`config.mk`:
```
export PLATFORM = sky130hd
export DESIGN_NAME = csa9_operand_loader
export DESIGN_NICKNAME = d
export VERILOG_FILES = /design/src/rtl/csa_pkg.sv /design/src/rtl/csa9_operand_loader.sv
export SDC_FILE = /design/constraint.sdc
export NUM_CORES = 1
export LEC_CHECK = 0
export CAP_MARGIN = 20
export CORE_ASPECT_RATIO = 0.8
export CORE_MARGIN = 4
export CORE_UTILIZATION = 52
export CTS_CLUSTER_DIAMETER = 50
export DETAILED_ROUTE_END_ITERATION = 10
export GPL_TIMING_DRIVEN = 0
export HOLD_SLACK_MARGIN = 0.08
export PLACE_DENSITY = 0.91
export SLEW_MARGIN = 10
export SYNTH_ARGS = -nofsm -noshare
export SYNTH_HDL_FRONTEND = slang
export SYNTH_SLANG_ARGS = --single-unit
```
`constraint.sdc`:
```
create_clock -name clk -period 9.2 [get_ports clk]
set_clock_uncertainty 0.15 [all_clocks]
set_input_delay 1.84 -clock clk [delete_from_list [all_inputs] [get_ports clk]]
set_output_delay 1.84 -clock clk [all_outputs]
set_load 0.02 [all_outputs]
```
`src/rtl/csa_pkg.sv`:
```
// csa_pkg: shared widths and FSM encoding for the 9-operand CSA loader.
package csa_pkg;
   localparam int WIDTH     = 16;
   localparam int NUM_OPS   = 9;
   localparam int SUM_WIDTH = 20;
   localparam int CNT_WIDTH = 4;
   localparam logic [1:0] FILL   = 2'd0;
   localparam logic [1:0] SETTLE = 2'd1;
   localparam logic [1:0] OUTPUT = 2'd2;
endpackage

```
`src/rtl/csa9_operand_loader.sv`:
```
// csa9_operand_loader: collects up to nine operands for carry_save_adder_9 and returns its sum.
module csa9_operand_loader
   import csa_pkg::*;
(
   input  logic                 clk,
   input  logic                 rst,
   input  logic                 in_valid,
   output logic                 in_ready,
   input  logic [WIDTH-1:0]     in_data,
   input  logic                 in_last,
   output logic [WIDTH-1:0]     a0,
   output logic [WIDTH-1:0]     a1,
   output logic [WIDTH-1:0]     a2,
   output logic [WIDTH-1:0]     a3,
   output logic [WIDTH-1:0]     a4,
   output logic [WIDTH-1:0]     a5,
   output logic [WIDTH-1:0]     a6,
   output logic [WIDTH-1:0]     a7,
   output logic [WIDTH-1:0]     a8,
   input  logic [SUM_WIDTH-1:0] csa_sum,
   output logic                 out_valid,
   input  logic                 out_ready,
   output logic [SUM_WIDTH-1:0] out_sum,
   output logic [CNT_WIDTH-1:0] out_count
);
   logic [1:0]           state_q, state_d;
   logic [CNT_WIDTH-1:0] idx_q, idx_d, out_count_q, out_count_d;
   logic [WIDTH-1:0]     slot_q [NUM_OPS];
   logic [WIDTH-1:0]     slot_d [NUM_OPS];
   logic [SUM_WIDTH-1:0] out_sum_q, out_sum_d;
   logic                 out_valid_q, out_valid_d, accept;
   assign in_ready  = (state_q == FILL);
   assign accept    = in_ready && in_valid;
   assign out_valid = out_valid_q;
   assign out_sum   = out_sum_q;
   assign out_count = out_count_q;
   assign a0 = slot_q[0];
   assign a1 = slot_q[1];
   assign a2 = slot_q[2];
   assign a3 = slot_q[3];
   assign a4 = slot_q[4];
   assign a5 = slot_q[5];
   assign a6 = slot_q[6];
   assign a7 = slot_q[7];
   assign a8 = slot_q[8];
   // idx doubles as the frame count once FILL exits, so SETTLE reads it directly
   always_comb begin
      state_d     = state_q;
      idx_d       = idx_q;
      slot_d      = slot_q;
      out_sum_d   = out_sum_q;
      out_count_d = out_count_q;
      out_valid_d = out_valid_q;
      if (accept) begin
         for (int i = 0; i < NUM_OPS; i++)
            slot_d[i] = (idx_q == CNT_WIDTH'(i)) ? in_data : slot_q[i];
         idx_d   = idx_q + CNT_WIDTH'(1);
         state_d = (in_last || idx_q == CNT_WIDTH'(NUM_OPS - 1)) ? SETTLE : FILL;
      end
      if (state_q == SETTLE) begin
         out_sum_d   = csa_sum;
         out_count_d = idx_q;
         out_valid_d = 1'b1;
         state_d     = OUTPUT;
      end
      // clearing the bank here keeps unused slots of the next frame at zero
      if (state_q == OUTPUT && out_ready) begin
         out_valid_d = 1'b0;
         slot_d      = '{default: '0};
         idx_d       = '0;
         state_d     = FILL;
      end
      if (state_q == 2'd3) state_d = FILL;
   end
   always_ff @(posedge clk or posedge rst) begin
      if (rst) begin
         state_q     <= FILL;
         idx_q       <= '0;
         slot_q      <= '{default: '0};
         out_sum_q   <= '0;
         out_count_q <= '0;
         out_valid_q <= 1'b0;
      end else begin
         state_q     <= state_d;
         idx_q       <= idx_d;
         slot_q      <= slot_d;
         out_sum_q   <= out_sum_d;
         out_count_q <= out_count_d;
         out_valid_q <= out_valid_d;
      end
   end
endmodule
```
# ---- Word level (Yosys, flattened, before mapping)
# Cells that the tools add are included.
dict set report totals {
  regBits 175
  latch_bits 0
  ram_bits 0
  romBits 0
  in_bits 41
  out_inout_bits 170
  word_cells 72
  n_memories 0
}
dict set report classes {
  n_addsub 1
  n_mul 0
  n_div 0
  order_cmp 0
  n_eq_ne 11
  n_shift 0
  mux 20
  bitwise 0
  n_reduce_logical 26
}
# op n
set ops {}
lappend ops {{$mux W144} 2}
lappend ops {{$mux W16} 9}
lappend ops {{$reduce_bool A2 Y1} 11}
lappend ops {{$reduce_and A2 Y1} 9}
lappend ops {{$eq A4 B3 Y1 const B} 4}
lappend ops {{$eq A4 B2 Y1 const B} 2}
lappend ops {{$mux W2} 4}
lappend ops {{$mux W4} 2}
lappend ops {{$add A4 B1 Y4 const B} 1}
lappend ops {{$eq A2 B2 Y1 const B} 2}
lappend ops {{$eq A4 B1 Y1 const B} 1}
lappend ops {{$eq A4 B4 Y1 const B} 1}
lappend ops {{$logic_not A4 Y1} 1}
lappend ops {{$reduce_bool A4 Y1} 1}
lappend ops {{$mux W1} 3}
lappend ops {{$eq A2 B1 Y1 const B} 1}
lappend ops {{$logic_and A1 B1 Y1} 2}
lappend ops {{$logic_not A2 Y1} 1}
lappend ops {{$logic_or A1 B1 Y1} 1}

# ---- Longest topological paths before layout
dict set report depth {
  depth_word 7
  mapped_depth 8
  ltp_nobuf 5
}

# ---- Least setup slack after synthesis
# No wires, ideal clock.
dict set report synth_timing {
  kind {flip-flop to output port}
  start {register state_q[0]}
  end {output in_ready}
  arrival_ns 1.166
  required_time_ns 7.210
  path_slack_ns 6.044
  path_stages_with_launch 4
  path_cell_list {dfrtp_1 -> or2_2 -> inv_1 -> buf_2}
}
dict set report synth_between {
  elab_chain_cells 1
}
# item line_no
set synth_lines {}
lappend synth_lines {{start, declared} csa9_operand_loader.sv:26} ;# logic [1:0] state_q, state_d;
lappend synth_lines {{start signal, assigned} csa9_operand_loader.sv:84} ;# state_q <= state_d;
lappend synth_lines {{$logic_not A2 Y1} csa9_operand_loader.sv:32} ;# assign in_ready = (state_q == FILL);
lappend synth_lines {{end, declared} csa9_operand_loader.sv:8} ;# output logic in_ready,
# No other way between the ends.

# ---- Final worst setup path
# Ends and elaborated chain as after synthesis.

==> impl_metrics.toml <==
[setup_path]
cp_top_family = "buffers and inverters"
crit_buf_inv = 3
critPathMaxStageDelay_ps = 640
crit_type = "reg2out"
cp-end-kind = "primary output"
arrival_ps = 2390
crit_chain = "or2_2 -> inv_1 -> buf_2 -> clkdlybuf4s50_1"
critPathLaunchType = "flop"
cpMaxStageDelayCell = "clkdlybuf4s50_1"
cp.required_ps = 7210
crit_fanout = 10

[finish]
n_antenna_cell = 0
fin_cells = 1161
layout.nets = 1013
syn_to_final_growth_pct = 37.8
layout-drive-gt1-share = 0.112

[drt]
drt_pass1_iterations = 6
first_iter_violations = 972
via_per_inst = 5.89
detail-route-antenna-nets = 0
num_vias = 6840
routedWlPerCell_um = 21.2
wl_um = 24600
drc_errors = 0

[timing]
slew-limit-headroom = 0.403
setup_tns_ps = 0
drv_slew = 0
finalSetupViolCount = 0
worstMarginPinSlew_ps = 895
rsz0062_at_grt = "false"
max_freq_ghz = 0.228
timing.hold.ws_ps = 356
fin_crit_sh = 0.476
final_hold_viol_count = 0
fin_crit_ps = 4380

[pwr]
cellLeakagePower_nw = 4.38
swShare = 0.402
seqPwrFrac = 0.346
p_clk_frac = 0.195
ir_drop_mv = 0.213
power_density_mw_per_mm2 = 365
p_int_mw = 2.23
finalPower_mw = 3.73
p_sw_mw = 1.50
comb_power_share = 0.460

[synthesis]
syn_area_mm2 = 0.00743
syn_nets = 797
ys_seq_area_frac = 0.590
synth.distinct_cells = 34
ys_ff_latch = 175
yosysWarnings = 0
avgSynthCellArea_um2 = 9.88
netlist_instances = 752

[min_path]
min-delay-path-class = "reg2reg"

[floorplanning]
rows = 38
dieArea_mm2 = 0.0163
die_h_um = 115
core_mm2 = 0.0138
ioPinCount = 211
die_w_um = 142
initial_utilization = 0.539

[clock_tree]
cts-root-buf = "clkbuf_16"
post_cts_buffers = 0
cts_resized = 0
cts_sinks = 175
postCtsHoldBufs = 0
cts-buffers-inserted = 17
cts-htree-levels = 4
path_clk_slew_ps = 70
cts_tree = "built"
max-clock-path-buffers = 2
clk_latency_ps = 430

[placed_design]
dp_hpwl_um = 17000
gp_congestion = 0.824
port_buffers = 196
post-place-cells = 1129

[global_route]
grt.met3_usage = 0.117
antenna_found_initial = 0
use_met1 = 0.403
met2_usage = 0.474
grt_first_pass_wirelength_um = 38400
overflow = 0
top_usage_layer = "met2"
grt_pass1_vias = 6915
grt_use_total = 0.308
grt_max_degree = 102

[run]
drv_cap = 0

[run_status]
outcome = "complete, no violations"
==> worst reg2reg max path: stages (launching register included) <==
cell and delay (ps):
dfrtp_1 450, inv_1 120, ha_1 230, and2_1 140
clkbuf_1 300, clkbuf_1 410, nand3_1 160, o21ai_0 150
==> routing by layer <==
layer  vias up  part of all wire
li1       2977                 -
met1      3294              0.37
met2       498              0.45
met3        71              0.15
met4         0             0.033
met5         -                 0
==> placed cells by master, fill, tap and decap left out, types with 7 or more instances in the layout <==
| cell type | instances |
|---|---|
| buf_2 | 21 |
| nand4_1 | 7 |
| nand3_1 | 127 |
| mux2i_1 | 13 |
| clkdlybuf4s50_1 | 196 |
| nand2_1 | 150 |
| clkbuf_1 | 36 |
| clkbuf_16 | 17 |
| mux2_2 | 24 |
| buf_4 | 20 |
| and2_1 | 10 |
| o21ai_1 | 11 |
| o21ai_0 | 123 |
| dfrtp_1 | 175 |
==> final timing paths <==
check / cells after the start / slack, ps / startpoint / end
hold / removal: 1 / 360 / out_sum[2] / out_sum[2]
setup reg to reg: 7 / 6990 / idx_q[0] / a4[9]
min in group asynchronous: 2 / 1700 / rst / out_sum[19]
max in group asynchronous: 3 / 6330 / rst / a7[15]
setup / recovery: 4 / 4820 / state_q[0] / in_ready
hold reg to reg: 1 / 360 / out_sum[2] / out_sum[2]
==> area by class of cell <==
| type | instances | area, um2 |
|---|---|---|
| Buffer | 80 | 419 |
| Tap cell | 180 | 225 |
| Clock inverter | 13 | 154 |
| Clock buffer | 19 | 433 |
| Sequential cell | 175 | 4380 |
| Timing Repair Buffer | 197 | 1990 |
| Fill cell | 986 | 3550 |
| Inverter | 4 | 22.5 |
| Multi-Input combinational cell | 493 | 2610 |
==> synth_stat cells (all sizes together) <==
library cell | n | area [um2]
nor4b | 1 | 15.0
nand4 | 7 | 43.8
mux2i | 13 | 130
buf | 44 | 282
dfrtp | 175 | 4380
o21ai | 134 | 671
nor2b | 1 | 6.26
inv | 4 | 15.0
nand3b | 1 | 7.51
clkbuf | 36 | 138
nor3b | 2 | 15.0
nor4 | 1 | 21.3
and4b | 1 | 10.0
and3b | 2 | 18.8
or2 | 2 | 12.5
mux2 | 24 | 270
nand2 | 150 | 563
or3 | 1 | 7.51
and2 | 12 | 80.1
o21a | 1 | 7.51
nand3 | 127 | 636
ha | 4 | 50.1
xnor2 | 1 | 8.76
a21oi | 2 | 10.0
nor2 | 5 | 21.3
nand4b | 1 | 8.76
==> state kept, by name, indices dropped and copies added, names as in the netlist <==
register and flops:
out_sum 20, a7 16, a1 16, out_count 4, state_q 2, a4 16, a8 16, a5 16
idx_q 4, out_valid 1, a0 16, a3 16, a6 16, a2 16
==> stage by stage <==
stage                     utilization  cell area (um2)  worst slack [ps]
after floorplan                     -             7430              2460
after global placement          0.697             9610               294
after detailed placement        0.700             9650              5310
after CTS                       0.742            10200              4840
after global routing            0.742            10200              4720
final                           0.742            10200              4820
==> cells by family after synthesis <==
| kind of cell | after synthesis | synth area share |
|---|---|---|
| XOR/XNOR | 1 | 0.00118 |
| AO/OA/AOI/OAI | 137 | 0.0927 |
| adder cells (fa/ha/maj) | 4 | 0.00674 |
| buffers and inverters | 84 | 0.0585 |
| multiplexers | 37 | 0.0539 |
| flip-flops | 175 | 0.590 |
| AND/OR/NAND/NOR | 314 | 0.197 |
==> power by group through the flow <==
stage	clock (mW)	combinational, mW	sequential (mW)
global placement	0	1.66	1.28
CTS	0.732	1.72	1.29
global route	0.768	1.84	1.33
detailed placement	0	1.70	1.30
floorplan	0	0.495	1.63
finish	0.727	1.71	1.29
Power figures use the tool's default switching activity.
==> RTL edit, RTL diff (same flow settings) <==
`SUM_WIDTH`: 20 -> 28.
--- a/src/rtl/csa_pkg.sv
+++ b/src/rtl/csa_pkg.sv
@@ -3,5 +3,5 @@
    localparam int WIDTH     = 16;
    localparam int NUM_OPS   = 9;
-   localparam int SUM_WIDTH = 20;
+   localparam int SUM_WIDTH = 28;
    localparam int CNT_WIDTH = 4;
    localparam logic [1:0] FILL   = 2'd0;
Interface: changed (resized csa_sum and out_sum); port bits go from 211 to 227. No check against the original RTL was run, so the function may have changed too.
==> RTL edit against the unedited design <==
Synthesized cell count grew 2.7%. Wire length grew 2.9%. Via count grew 1.9%. Critical path depth is the same. Power grew 4.0%. Largest cell class unchanged. First-iteration DRC count shrank 15%. Register-to-register slack lost 0.02 ns. Worst setup slack lost 0.21 ns. Sequential cell count grew 8. Synthesized area grew 4.4%. Design area grew 4.4%. Fmax shrank 4.6%.
==> RTL edit: results (changes against the unedited design) <==
| Metric | Value |
|---|---|
| Outcome | `completed` |
| DR vias/cell | `5.814 (-1.3%)` |
| Met3 wire length | `3.520 mm (-3.4%)` |
| Total GRT Usage | `30.18% (-0.67 points)` |
| Hold Path Class | `register to register` |
| FFs w/ async S/R, synth | `100.0% (unchanged)` |
| Reg-to-Reg Start | `idx_q[0]` |
| Mux cell area share after synthesis | `4.903% (-0.49 points)` |
| HP Start | `out_sum[16]` |
| CTS root buffer | `clkbuf_16` |
| Hold WS | `0.3542 ns (-0.001502 ns)` |
| Antenna violations before repair | `0 (unchanged)` |
| Clk_lat worst skew | `0.44 ns` |
| Worst vdd ir | `0.0002383 V (+12%)` |
| Compound-Gate Fraction of Synth Area | `9.387% (+0.12 points)` |
| WL met1 | `9.564 mm (+4.4%)` |
| Cell taking the most area after synthesis | `dfrtp_1` |
| DR top layer | `met4` |
| Top cells by count, synth | `dfrtp_1, nand2_1, nand3_1` |
| DR iter-0 viols | `825 (-15%)` |
| Largest net degree at the start of global routing | `101 (-0.98%)` |
| Syn nets | `825 (+3.5%)` |
| RePlAce Congestion | `0.8551 (+3.8%)` |
| H-tree Lvls | `4 (unchanged)` |
| Area share of xor/xnor cells in the synthesized design | `0.2258% (+0.11 points)` |
| Port buffer count | `210 (+7.1%)` |
| Relative slew slack | `40.25% (-0.088 points)` |
| Hold_buf cts | `0 (unchanged)` |
| YS warnings | `0 (unchanged)` |
| CP top delay family | `buffers and inverters` |
| Avg WL per Cell | `21.15 um (-0.36%)` |
| DP Wirelength | `17.60 mm (+3.6%)` |
| Distinct cell type count after synthesis | `30 (-12%)` |
| Fin cells | `1199 (+3.3%)` |
| Synth Area in Adders | `0.6452% (-0.029 points)` |
| Vias in the first global route | `6866 (-0.71%)` |
| Placed cells | `1167 (+3.4%)` |
| Cell area after placement | `10120 sq um (+4.9%)` |
| R2R setup slack | `6.97 ns (-0.02 ns)` |
| Post-CTS Setup Inserts | `0 (unchanged)` |
| R2R Path End | `a6[2]` |
| Area contributors post-synth | `dfrtp_1, nand3_1, o21ai_0, nand2_1, mux2_2` |
| Arrival time at the worst endpoint | `2.60 ns (+0.21 ns)` |
| First-pass GRT wire length | `38.30 mm (-0.25%)` |
| Leak pwr | `4.499 nW (+2.7%)` |
| Net count of the finished layout | `1055 (+4.1%)` |
| Metal2 WL | `11.67 mm (+5.9%)` |
| Cells resized by post-CTS repair | `0 (unchanged)` |
| Share of post-route cells with drive strength above 1 | `11.82% (+0.61 points)` |
| Setup WS pre-CTS | `5.095 ns (-0.2172 ns)` |
| DRT Pass-1 Iters | `5 (-1)` |
| Post-synthesis sequential area ratio | `59.03% (+0.070 points)` |
| Hold EP | `out_sum[16]` |
| Max FFs per register | `28 (+40%)` |
| Clock-pin slew on the worst setup and hold paths | `0.07 ns (about the same)` |
| Average cell area after synthesis | `10.05 sq um (+1.7%)` |
==> RTL edit: changes by cell type after synthesis, moves of 7 or more <==
cell     unedited run  this run
mux2i_1            13         2
mux2_2             24        32
dfrtp_1           175       183
buf_6               2        15
buf_4              20         5
buf_2              21        14
and2_4              2         9
o21ai_0           123       134
nand3_1           127       135
==> RTL edit: cell families after synthesis <==
group / after synthesis
simple gates: 320
mux: 34
fa+ha+maj: 4
compound gates: 145
xor+xnor: 2
buf+inv: 84
flops: 183
==> RTL edit: routing by layer <==
metal  up-vias  GRT usage, %
met5         -             0
met4         0         9.882
met3        50         13.04
met2       426         46.99
met1      3414         38.41
li1       3081             -
==> RTL edit: area by class of cell <==
class	instances	area, sq um
repair buffers	211	2130
inverters	3	18.77
plain buffers	81	462.9
clock buffers	19	442.9
well taps	184	230.2
multi-input cells	505	2704
fillers	987	3757
clock inverters	13	118.9
flip-flops and latches	183	4579
==> RTL edit: worst max path at each step <==
stage / start / to / slack, ns
6_report: state_q[1] / in_ready / 4.61
5_1_grt: state_q[1] / in_ready / 4.49
4_1_cts: state_q[1] / in_ready / 4.63
3_5_place_dp: state_q[1] / in_ready / 5.10
3_3_place_gp: rst / a8[2] / 0.008
2_1_floorplan: rst / a0[0] / 2.24
==> RTL edit: worst register-to-register path: cells and delay by family, from the launching register on <==
family                     cells  cell delay [ns]
AOI/OAI and AO/OA              1             0.12
adders and majority gates      1             0.14
DFF                            1             0.46
buffers and inverters          3             0.99
and+or+nand+nor                2             0.30
==> RTL edit: power by group <==
group / internal (W) / switching [W] / total, W
sequential: 0.00113 / 0.000221 / 0.00136
combinational: 0.000811 / 0.00101 / 0.00182
clock: 0.000382 / 0.000327 / 0.000710
